[src/rtl/write_back_stage.sv]
// Write-back stage: registers the retiring result onto the register-file write
// port and tracks per-register pending-write counts for issue hazard stalls.
module write_back_stage (
    input  logic        clock,
    input  logic        reset,
    input  logic        in_valid,
    input  logic [3:0]  in_opcode,
    input  logic [3:0]  in_dest,
    input  logic [15:0] alu_result,
    input  logic [15:0] mem_data,
    input  logic        issue_valid,
    input  logic [3:0]  issue_opcode,
    input  logic [3:0]  issue_dest,
    output logic        WriteEnable,
    output logic [3:0]  WriteAddress,
    output logic [15:0] WriteData,
    output logic [15:0] busy,
    output logic        issue_stall,
    output logic [15:0] retire_count
);

    localparam int unsigned DATA_W   = 16;
    localparam int unsigned REG_W    = 4;
    localparam int unsigned NUM_REGS = 16;
    localparam int unsigned CNT_W    = 2;

    localparam logic [REG_W-1:0] OP_LOAD  = 4'b1011;
    localparam logic [REG_W-1:0] OP_STORE = 4'b1100;
    localparam logic [REG_W-1:0] OP_BRAN  = 4'b1101;
    localparam logic [REG_W-1:0] OP_NOP   = 4'b1111;
    localparam logic [CNT_W-1:0] CNT_MAX  = 2'd3;

    function automatic logic is_writer(input logic [REG_W-1:0] op, input logic [REG_W-1:0] dst);
        return !(op == OP_STORE || op == OP_BRAN || op == OP_NOP) && (dst != '0);
    endfunction

    logic                               we_q, we_d;
    logic [REG_W-1:0]                   waddr_q, waddr_d;
    logic [DATA_W-1:0]                  wdata_q, wdata_d;
    logic [DATA_W-1:0]                  rcount_q, rcount_d;
    logic [NUM_REGS-1:0][CNT_W-1:0]     pending_q, pending_d;
    logic [NUM_REGS-1:0]                busy_q, busy_d;

    logic                               write_c;
    logic                               issue_inc_c;
    logic [NUM_REGS-1:0]                inc_vec_c;
    logic [NUM_REGS-1:0]                dec_vec_c;

    // Hazard check and increment/decrement event decode
    always_comb begin
        write_c     = in_valid && is_writer(in_opcode, in_dest);
        issue_stall = issue_valid && is_writer(issue_opcode, issue_dest)
                      && (pending_q[issue_dest] == CNT_MAX);
        issue_inc_c = issue_valid && is_writer(issue_opcode, issue_dest) && !issue_stall;
        inc_vec_c   = issue_inc_c ? (NUM_REGS'(1) << issue_dest) : '0;
        dec_vec_c   = write_c ? (NUM_REGS'(1) << in_dest) : '0;
    end

    // Next-state for write port, retire counter and pending counters
    always_comb begin
        we_d      = write_c;
        waddr_d   = waddr_q;
        wdata_d   = wdata_q;
        rcount_d  = rcount_q + DATA_W'(in_valid);
        pending_d = pending_q;
        busy_d    = '0;
        if (write_c) begin
            waddr_d = in_dest;
            wdata_d = (in_opcode == OP_LOAD) ? mem_data : alu_result;
        end
        for (int unsigned r = 1; r < NUM_REGS; r++) begin
            if (inc_vec_c[r] && !dec_vec_c[r]) begin
                pending_d[r] = pending_q[r] + CNT_W'(1);
            end else if (dec_vec_c[r] && !inc_vec_c[r] && (pending_q[r] != '0)) begin
                pending_d[r] = pending_q[r] - CNT_W'(1);
            end
        end
        pending_d[0] = '0;
        for (int unsigned r = 0; r < NUM_REGS; r++) begin
            busy_d[r] = (pending_d[r] != '0);
        end
    end

    always_ff @(posedge clock) begin
        if (reset) begin
            we_q      <= 1'b0;
            waddr_q   <= '0;
            wdata_q   <= '0;
            rcount_q  <= '0;
            pending_q <= '0;
            busy_q    <= '0;
        end else begin
            we_q      <= we_d;
            waddr_q   <= waddr_d;
            wdata_q   <= wdata_d;
            rcount_q  <= rcount_d;
            pending_q <= pending_d;
            busy_q    <= busy_d;
        end
    end

    assign WriteEnable  = we_q;
    assign WriteAddress = waddr_q;
    assign WriteData    = wdata_q;
    assign retire_count = rcount_q;
    assign busy         = busy_q;

endmodule

[config.mk]
export PLATFORM = sky130hd
export DESIGN_NAME = write_back_stage
export DESIGN_NICKNAME = d
export VERILOG_FILES = /design/src/rtl/write_back_stage.sv
export SDC_FILE = /design/constraint.sdc
export NUM_CORES = 1
export LEC_CHECK = 0
export ABC_AREA = 1
export BUFFER_PORTS_ARGS = -buffer_cell sky130_fd_sc_hd__buf_2
export CORE_ASPECT_RATIO = 2
export CORE_MARGIN = 2
export CORE_UTILIZATION = 59
export DETAILED_ROUTE_END_ITERATION = 8
export PLACE_DENSITY = 0.86
export SYNTH_ARGS = -nofsm -noshare
export SYNTH_HDL_FRONTEND = slang
export SYNTH_SLANG_ARGS = --single-unit
export TNS_END_PERCENT = 10
[constraint.sdc]
create_clock -name clock -period 3.8 [get_ports clock]
set_input_delay 0.76 -clock clock [delete_from_list [all_inputs] [get_ports clock]]
set_output_delay 0.76 -clock clock [all_outputs]
set_load 0.05 [all_outputs]
==> impl_metrics.csv, run 1 <==
group,metric,value,unit
status,status,"finished clean",
worst_setup_path,r2r_cells,12,
final_layout,layout-drive-gt1-share,0.199,
worst_setup_path,cp-endpoint,"issue_stall",
synthesis,synthTopCellsByArea,"dfxtp_1 35%, nand2_1 14%, nand3_1 8.5%",
placement,post-place-ws,960,ps
clocking,clock_path_buffers,2,
worst_setup_path,r2r_start,"retire_count[0]",
worst_setup_path,cp_cell_sequence,"buf_2 > inv_2 > nand2_2 > nor2_1 > nor2_1 > nand2_1 > nand3_1 > nand2_2 > and3_2 > buf_2",
pwr,p_sw_frac,0.305,
sta,worst_pin_slew,919,ps
synthesis,ys_seq_elements,82,
floorplan,die_area,0.00879,mm²
clocking,cts_resized,0,
worst_hold_path,timing.hold.worst.class,"flip-flop to flip-flop",
pwr,vdd_drop_max,0.347,mV
synthesis,yosys_warnings,0,
routing,wl_per_cell,12.6,µm
floorplan,die_x,67.3,µm
routing,num_vias,4738,
worst_setup_path,end_kind,"output pin",
floorplan,core_area,0.00783,mm²
clocking,cts-htree-levels,3,
synthesis,avgSynthCellArea,6.69,µm²
synthesis,yosysTopAreaCell,"dfxtp_1",
worst_setup_path,r2r-end,"retire_count[14]",
worst_setup_path,startpoint,"issue_dest[0]",
final_layout,num_antenna_cells,0,
sta,worst_slack,950,ps
routing,finalWirelength,11300,µm
routing,drtPass1Iterations,6,
synthesis,syn-num-nets,776,
pwr,pwr-share-seq,0.441,
sta,hold_viol_final,0,
synthesis,ys_seq_area_frac,0.347,
clocking,tritoncts,"done",
pwr,p_per_area,373,mW/mm²
clocking,insertion_delay,350,ps
sta,fmax,351,MHz
sta,holdWs,514,ps
synthesis,synthCells,707,
worst_setup_path,cpPeakStageDelay,300,ps
placement,io_buffers,104,
clocking,hold_buffers,0,
sta,timing.final.crit_period,2850,ps
worst_setup_path,timing.critical_path.depth,10,
clocking,numCtsBuffers,9,
worst_setup_path,r2r_slack,1810,ps
worst_setup_path,critPathMaxFanout,18,
grt,grt_pass1_wl,19000,µm
synthesis,ys_async_sr_fraction,0,
placement,hpwl,8360,µm
worst_setup_path,slowest_stage,"buf_2",
final_layout,nFillCells,708,
floorplan,die_h,131,µm
synthesis,ys_types,35,
sta,skew,5.52,ps
synthesis,synth_area,0.00473,mm²
grt,grt_overflow_total,0,
worst_setup_path,critPathRequiredTime,3040,ps
routing,ant_nets,0,
floorplan,rows,46,
worst_setup_path,path_delay_family,"simple AND/OR/NAND/NOR gates",
sta,slew_headroom,0.386,
final_layout,area_growth,16.3,%
clocking,postCtsSetupBuffers,0,
pwr,comb_power_share,0.154,
sta,setup_violations,0,
grt,grt_usage,0.279,
synthesis,synth-edff-count,0,
routing,drtIter0Drc,327,
clocking,clk_pin_slew_worst_paths,70,ps
worst_setup_path,critPathKind,"input pin to output pin",
synthesis,ys.flop_type,"dfxtp_1",
grt,antenna_found_initial,0,
final_layout,final_nets,867,
worst_setup_path,cp.buffers_inverters,3,
sta,setup-tns-final,0,ps
sta,slew_viol_final,0,
placement,place_congestion,0.913,
sta,rsz0062_at_grt,"no",
worst_setup_path,critPathArrivalTime,2090,ps
synthesis,synth_top_area_share,0.347,
clocking,clock-root-buffer,"clkbuf_16",
grt,grt_max_degree,40,
routing,via_per_inst,5.27,
pwr,p_clk_frac,0.405,
grt,grt_pass1_vias,4384,
pwr,cellLeakagePower,0.00288,µW
floorplan,io_pins,106,
routing,drc,0,
pwr,p_sw,626,µW
sta,finalCritPeriodShare,0.750,
clocking,clock-sinks,82,
pwr,internal_power,1430,µW
floorplan,initial_core_util,0.604,
worst_setup_path,startpoint_type,"input pin",
run,maxCapViolations,0,
## cell type report
| cell class | instances | area, µm² | share of cell area |
|---|---|---|---|
| multi-input combinational | 490 | 2500 | 0.455 |
| sequential | 82 | 1640 | 0.298 |
| timing repair buffer | 108 | 551 | 0.100 |
| inverter | 107 | 402 | 0.0730 |
| clock buffer | 9 | 225 | 0.0409 |
| tap | 96 | 120 | 0.0218 |
| clock inverter | 7 | 60.1 | 0.0109 |
## worst min-delay path by stage
stage | from | depth (start not counted) | to
floorplan | pending_q[8] | 3 | pending_q[8]
global placement | retire_count[4] | 2 | retire_count[4]
detailed placement | WriteAddress[3] | 2 | WriteAddress[3]
CTS | retire_count[9] | 2 | retire_count[9]
global route | retire_count[3] | 2 | retire_count[3]
finish | retire_count[9] | 2 | retire_count[9]
## synthesized netlist by cell type (2+ instances only)
cell type,instances
a21oi_1,12
a21oi_2,2
a31oi_1,16
buf_2,4
buf_4,6
buf_6,4
buf_8,2
clkbuf_1,12
clkinv_1,2
dfxtp_1,82
ha_1,17
inv_1,103
inv_2,2
nand2_1,176
nand2_2,7
nand2_4,2
nand3_1,80
nand3_2,6
nand4_1,23
nand4_2,12
nor2_1,71
nor2_2,2
nor3_1,23
nor3b_1,2
o21ai_0,28
o21ai_1,2
## tightest hold or removal path, cell delays in order (launching register included)
cell and delay [ps]:
dfxtp_1 320, inv_1 80, a21oi_1 60
## layer usage
layer  GRT usage  up-vias  wire, µm
met3      0.0608       43       538
met1       0.309     2105      4710
met5           0        -         0
met4       0.170        0       463
li1            -     2475         -
met2       0.473      115      5580
## per-stage QoR
stage	cells	utilization	power [µW]	cell area (µm²)
floorplan	707	-	1160	4730
global placement	883	0.666	1230	5220
detailed placement	883	0.666	1240	5220
CTS	899	0.703	2060	5500
global route	899	0.703	2130	5500
finish	899	0.703	2050	5500
## cells in the final DEF, fill, tap and decap left out, types with 9 or more instances in the layout
master     netlist  final
nor3_1          23     23
a31oi_1         16     16
clkbuf_16        0      9
buf_2            4    104
nor2_1          71     71
nand4_2         12     12
nand4_1         23     23
inv_1          103    103
nand2_1        176    176
nand3_1         80     80
o21ai_0         28     28
dfxtp_1         82     82
a21oi_1         12     12
ha_1            17     17
## cells by family (layout without fill, tap and decap cells)
group           Yosys count  count (layout)  share of synthesized area
fa+ha+maj                17              17                     0.0450
compound gates           62              62                     0.0725
other cells               1               1                   0.000793
buf+inv                 135             231                      0.124
flops                    82              82                      0.347
simple gates            409             409                      0.409
xor+xnor                  1               1                    0.00185
## power by group through the flow
stage	registers, µW	logic, µW	clock network (µW)
6_report	906	316	832
4_1_cts	906	315	843
3_3_place_gp	925	309	0
5_1_grt	909	344	872
3_5_place_dp	925	314	0
2_1_floorplan	1020	149	0
## state kept, by name (all words and copies together) (netlist names)
register      flops
WriteEnable       1
WriteAddress      4
busy             15
pending_q        30
WriteData        16
retire_count     16
Power figures use the tool's default switching activity.
==> run 2: changes to the inputs <==
- ABC_AREA: 1 -> 0
- CORE_UTILIZATION: 59 -> 50
- PLACE_DENSITY: 0.86 -> 0.77
- clock period: 3.8 -> 2.6 ns (I/O delays scaled with it)
==> impl_metrics.csv, run 2 <==
group,metric,value,unit
status,status,"finished clean",
sta,rsz0062_at_grt,"no",
placement,post-place-cells,798,
clocking,clk_pin_slew_worst_paths,60,ps
worst_setup_path,startpoint,"issue_dest[0]",
synthesis,ys_async_sr_fraction,0,
worst_setup_path,critPathRequiredTime,2080,ps
worst_setup_path,r2r_slack,680,ps
routing,drtIter0Drc,230,
placement,hpwl,9950,µm
routing,num_vias,4712,
floorplan,die_area,0.0106,mm²
routing,drc,0,
clocking,clock-root-buffer,"clkbuf_16",
floorplan,rows,51,
clocking,tritoncts,"done",
grt,grt_overflow_total,0,
floorplan,initial_core_util,0.507,
sta,setup-tns-final,0,ps
synthesis,synth-edff-count,0,
final_layout,area_growth,19.7,%
worst_setup_path,end_kind,"output pin",
final_layout,num_antenna_cells,0,
synthesis,ys_types,73,
placement,place_congestion,0.847,
run,maxCapViolations,0,
pwr,p_per_area,634,mW/mm²
clocking,clock-sinks,82,
synthesis,syn-num-nets,644,
pwr,vdd_drop_max,0.406,mV
grt,grt_usage,0.254,
synthesis,yosysTopAreaCell,"dfxtp_1",
floorplan,die_x,73.9,µm
sta,hold_viol_final,0,
final_layout,finalNonFillerCells,814,
worst_setup_path,cpPeakStageDelay,490,ps
synthesis,synth_area,0.00489,mm²
worst_hold_path,timing.hold.worst.class,"flip-flop to flip-flop",
sta,slew_headroom,0.596,
grt,grt_max_degree,38,
final_layout,final_cell_mix,"103 x buf_2, 79 x dfxtp_1, 60 x nor2_1",
routing,drtPass1Iterations,4,
routing,ant_nets,0,
synthesis,synth_commonest_cells,"82 x dfxtp_1, 61 x nor2_1, 39 x inv_1, 35 x a21oi_1, 27 x mux2i_1",
clocking,hold_buffers,0,
final_layout,top_register,"pending_q",
routing,wl_per_cell,15.7,µm
floorplan,core_area,0.00964,mm²
grt,grt_pass1_wl,21000,µm
worst_setup_path,critPathKind,"input pin to output pin",
clocking,postCtsSetupBuffers,0,
synthesis,ys.flop_type,"dfxtp_1",
worst_setup_path,startpoint_type,"input pin",
placement,io_buffers,104,
pwr,cellLeakagePower,0.00249,µW
clocking,cts-htree-levels,3,
final_layout,layout_commonest_cell,"buf_2",
sta,slew_viol_final,0,
final_layout,largest_register_ffs,30,
worst_setup_path,path_delay_family,"multiplexers",
worst_setup_path,cp.buffers_inverters,2,
final_layout,layout-drive-gt1-share,0.245,
sta,worst_pin_slew,605,ps
synthesis,ys_seq_area_frac,0.336,
clocking,insertion_delay,350,ps
synthesis,yosys_warnings,0,
worst_hold_path,hp-start,"WriteAddress[0]",
clocking,numCtsBuffers,9,
worst_setup_path,r2r_start,"pending_q[3]",
sta,skew,5.25,ps
sta,finalCritPeriodShare,0.967,
clocking,clock_path_buffers,2,
synthesis,avgSynthCellArea,8.50,µm²
floorplan,io_pins,106,
worst_setup_path,critPathArrivalTime,1990,ps
clocking,cts_resized,0,
worst_setup_path,cp_cell_sequence,"buf_2 > and3b_1 > a31oi_1 > mux4_2 > nor2_1 > a21oi_1 > nor2_2 > buf_4",
grt,grt_pass1_vias,4887,
synthesis,synthTopCellsByArea,"dfxtp_1 34%, mux2i_1 5.5%, nor2_1 4.7%",
synthesis,yosysMostFrequentCell,"dfxtp_1",
synthesis,synth_top_area_share,0.336,
synthesis,ys_seq_elements,82,
routing,via_per_inst,5.79,
sta,setup_violations,0,
grt,antenna_found_initial,0,
sta,timing.final.crit_period,2510,ps
sta,fmax,398,MHz
final_layout,final_nets,746,
worst_setup_path,slowest_stage,"mux4_2",
routing,finalWirelength,12800,µm
synthesis,synthCells,575,
worst_setup_path,critPathMaxFanout,18,
floorplan,die_h,144,µm
## run 2: changes by cell type after synthesis, sizes merged, moves of 10 or more
cell,delta
and2,+11
nor2,-12
o31ai,+10
inv,-66
xnor2,+18
nand3,-61
nor3,-15
a311oi,+10
nand2,-161
a21oi,+22
a211oi,+21
nand4,-31
mux2i,+27
## run 2: kinds of logic after synthesis
logic type / after synthesis / share of synthesized area
compound gates: 166 / 0.249
xor+xnor: 26 / 0.0466
fa+ha+maj: 17 / 0.0435
buf+inv: 72 / 0.0648
flops: 82 / 0.336
mux: 31 / 0.0691
other cells: 1 / 0.000767
simple gates: 180 / 0.191
## run 2: cell type report
cell class	instances	area, µm²
clock buffer	10	239
clock inverter	6	41.3
fill	858	3780
inverter	40	150
multi-input combinational	421	2930
sequential	82	1650
tap	132	165
timing repair buffer	123	678
## run 2: tightest hold or removal path, cell delays in order, from the launching register on
cell and delay [ps]:
dfxtp_1 310, nand2b_1 70, a21oi_1 60
## run 2: final timing paths
path,to,cells after the start
max,issue_stall,8
max reg2reg,busy[1],4
min,WriteAddress[0],2
min reg2reg,WriteAddress[0],2
## run 2: where the power goes
group	internal [µW]	leakage, µW	total, µW	switching, µW
combinational	362	0.00168	1020	657
sequential	1380	0.000670	1490	111
clock	674	0.000143	1200	526
total	2420	0.00249	3710	1290
## run 2: through the flow
step | hold slack [ps] | area [µm²] | util | power [µW] | worst slack, ps
after floorplan | 451 | 4890 | - | 2260 | 60.1
after global placement | 464 | 5570 | 0.578 | 2470 | 74.0
after detailed placement | 475 | 5570 | 0.578 | 2520 | 31.4
after CTS | 485 | 5850 | 0.607 | 3720 | 27.0
after global routing | 513 | 5850 | 0.607 | 3890 | 21.1
final | 483 | 5850 | 0.607 | 3710 | 86.7
## run 2: layer usage
layer	GRT usage	vias up	routed length, µm
met4	0.180	0	747
met1	0.232	2213	4560
met3	0.0589	54	595
met2	0.467	155	6910
met5	0	-	0
li1	-	2290	-
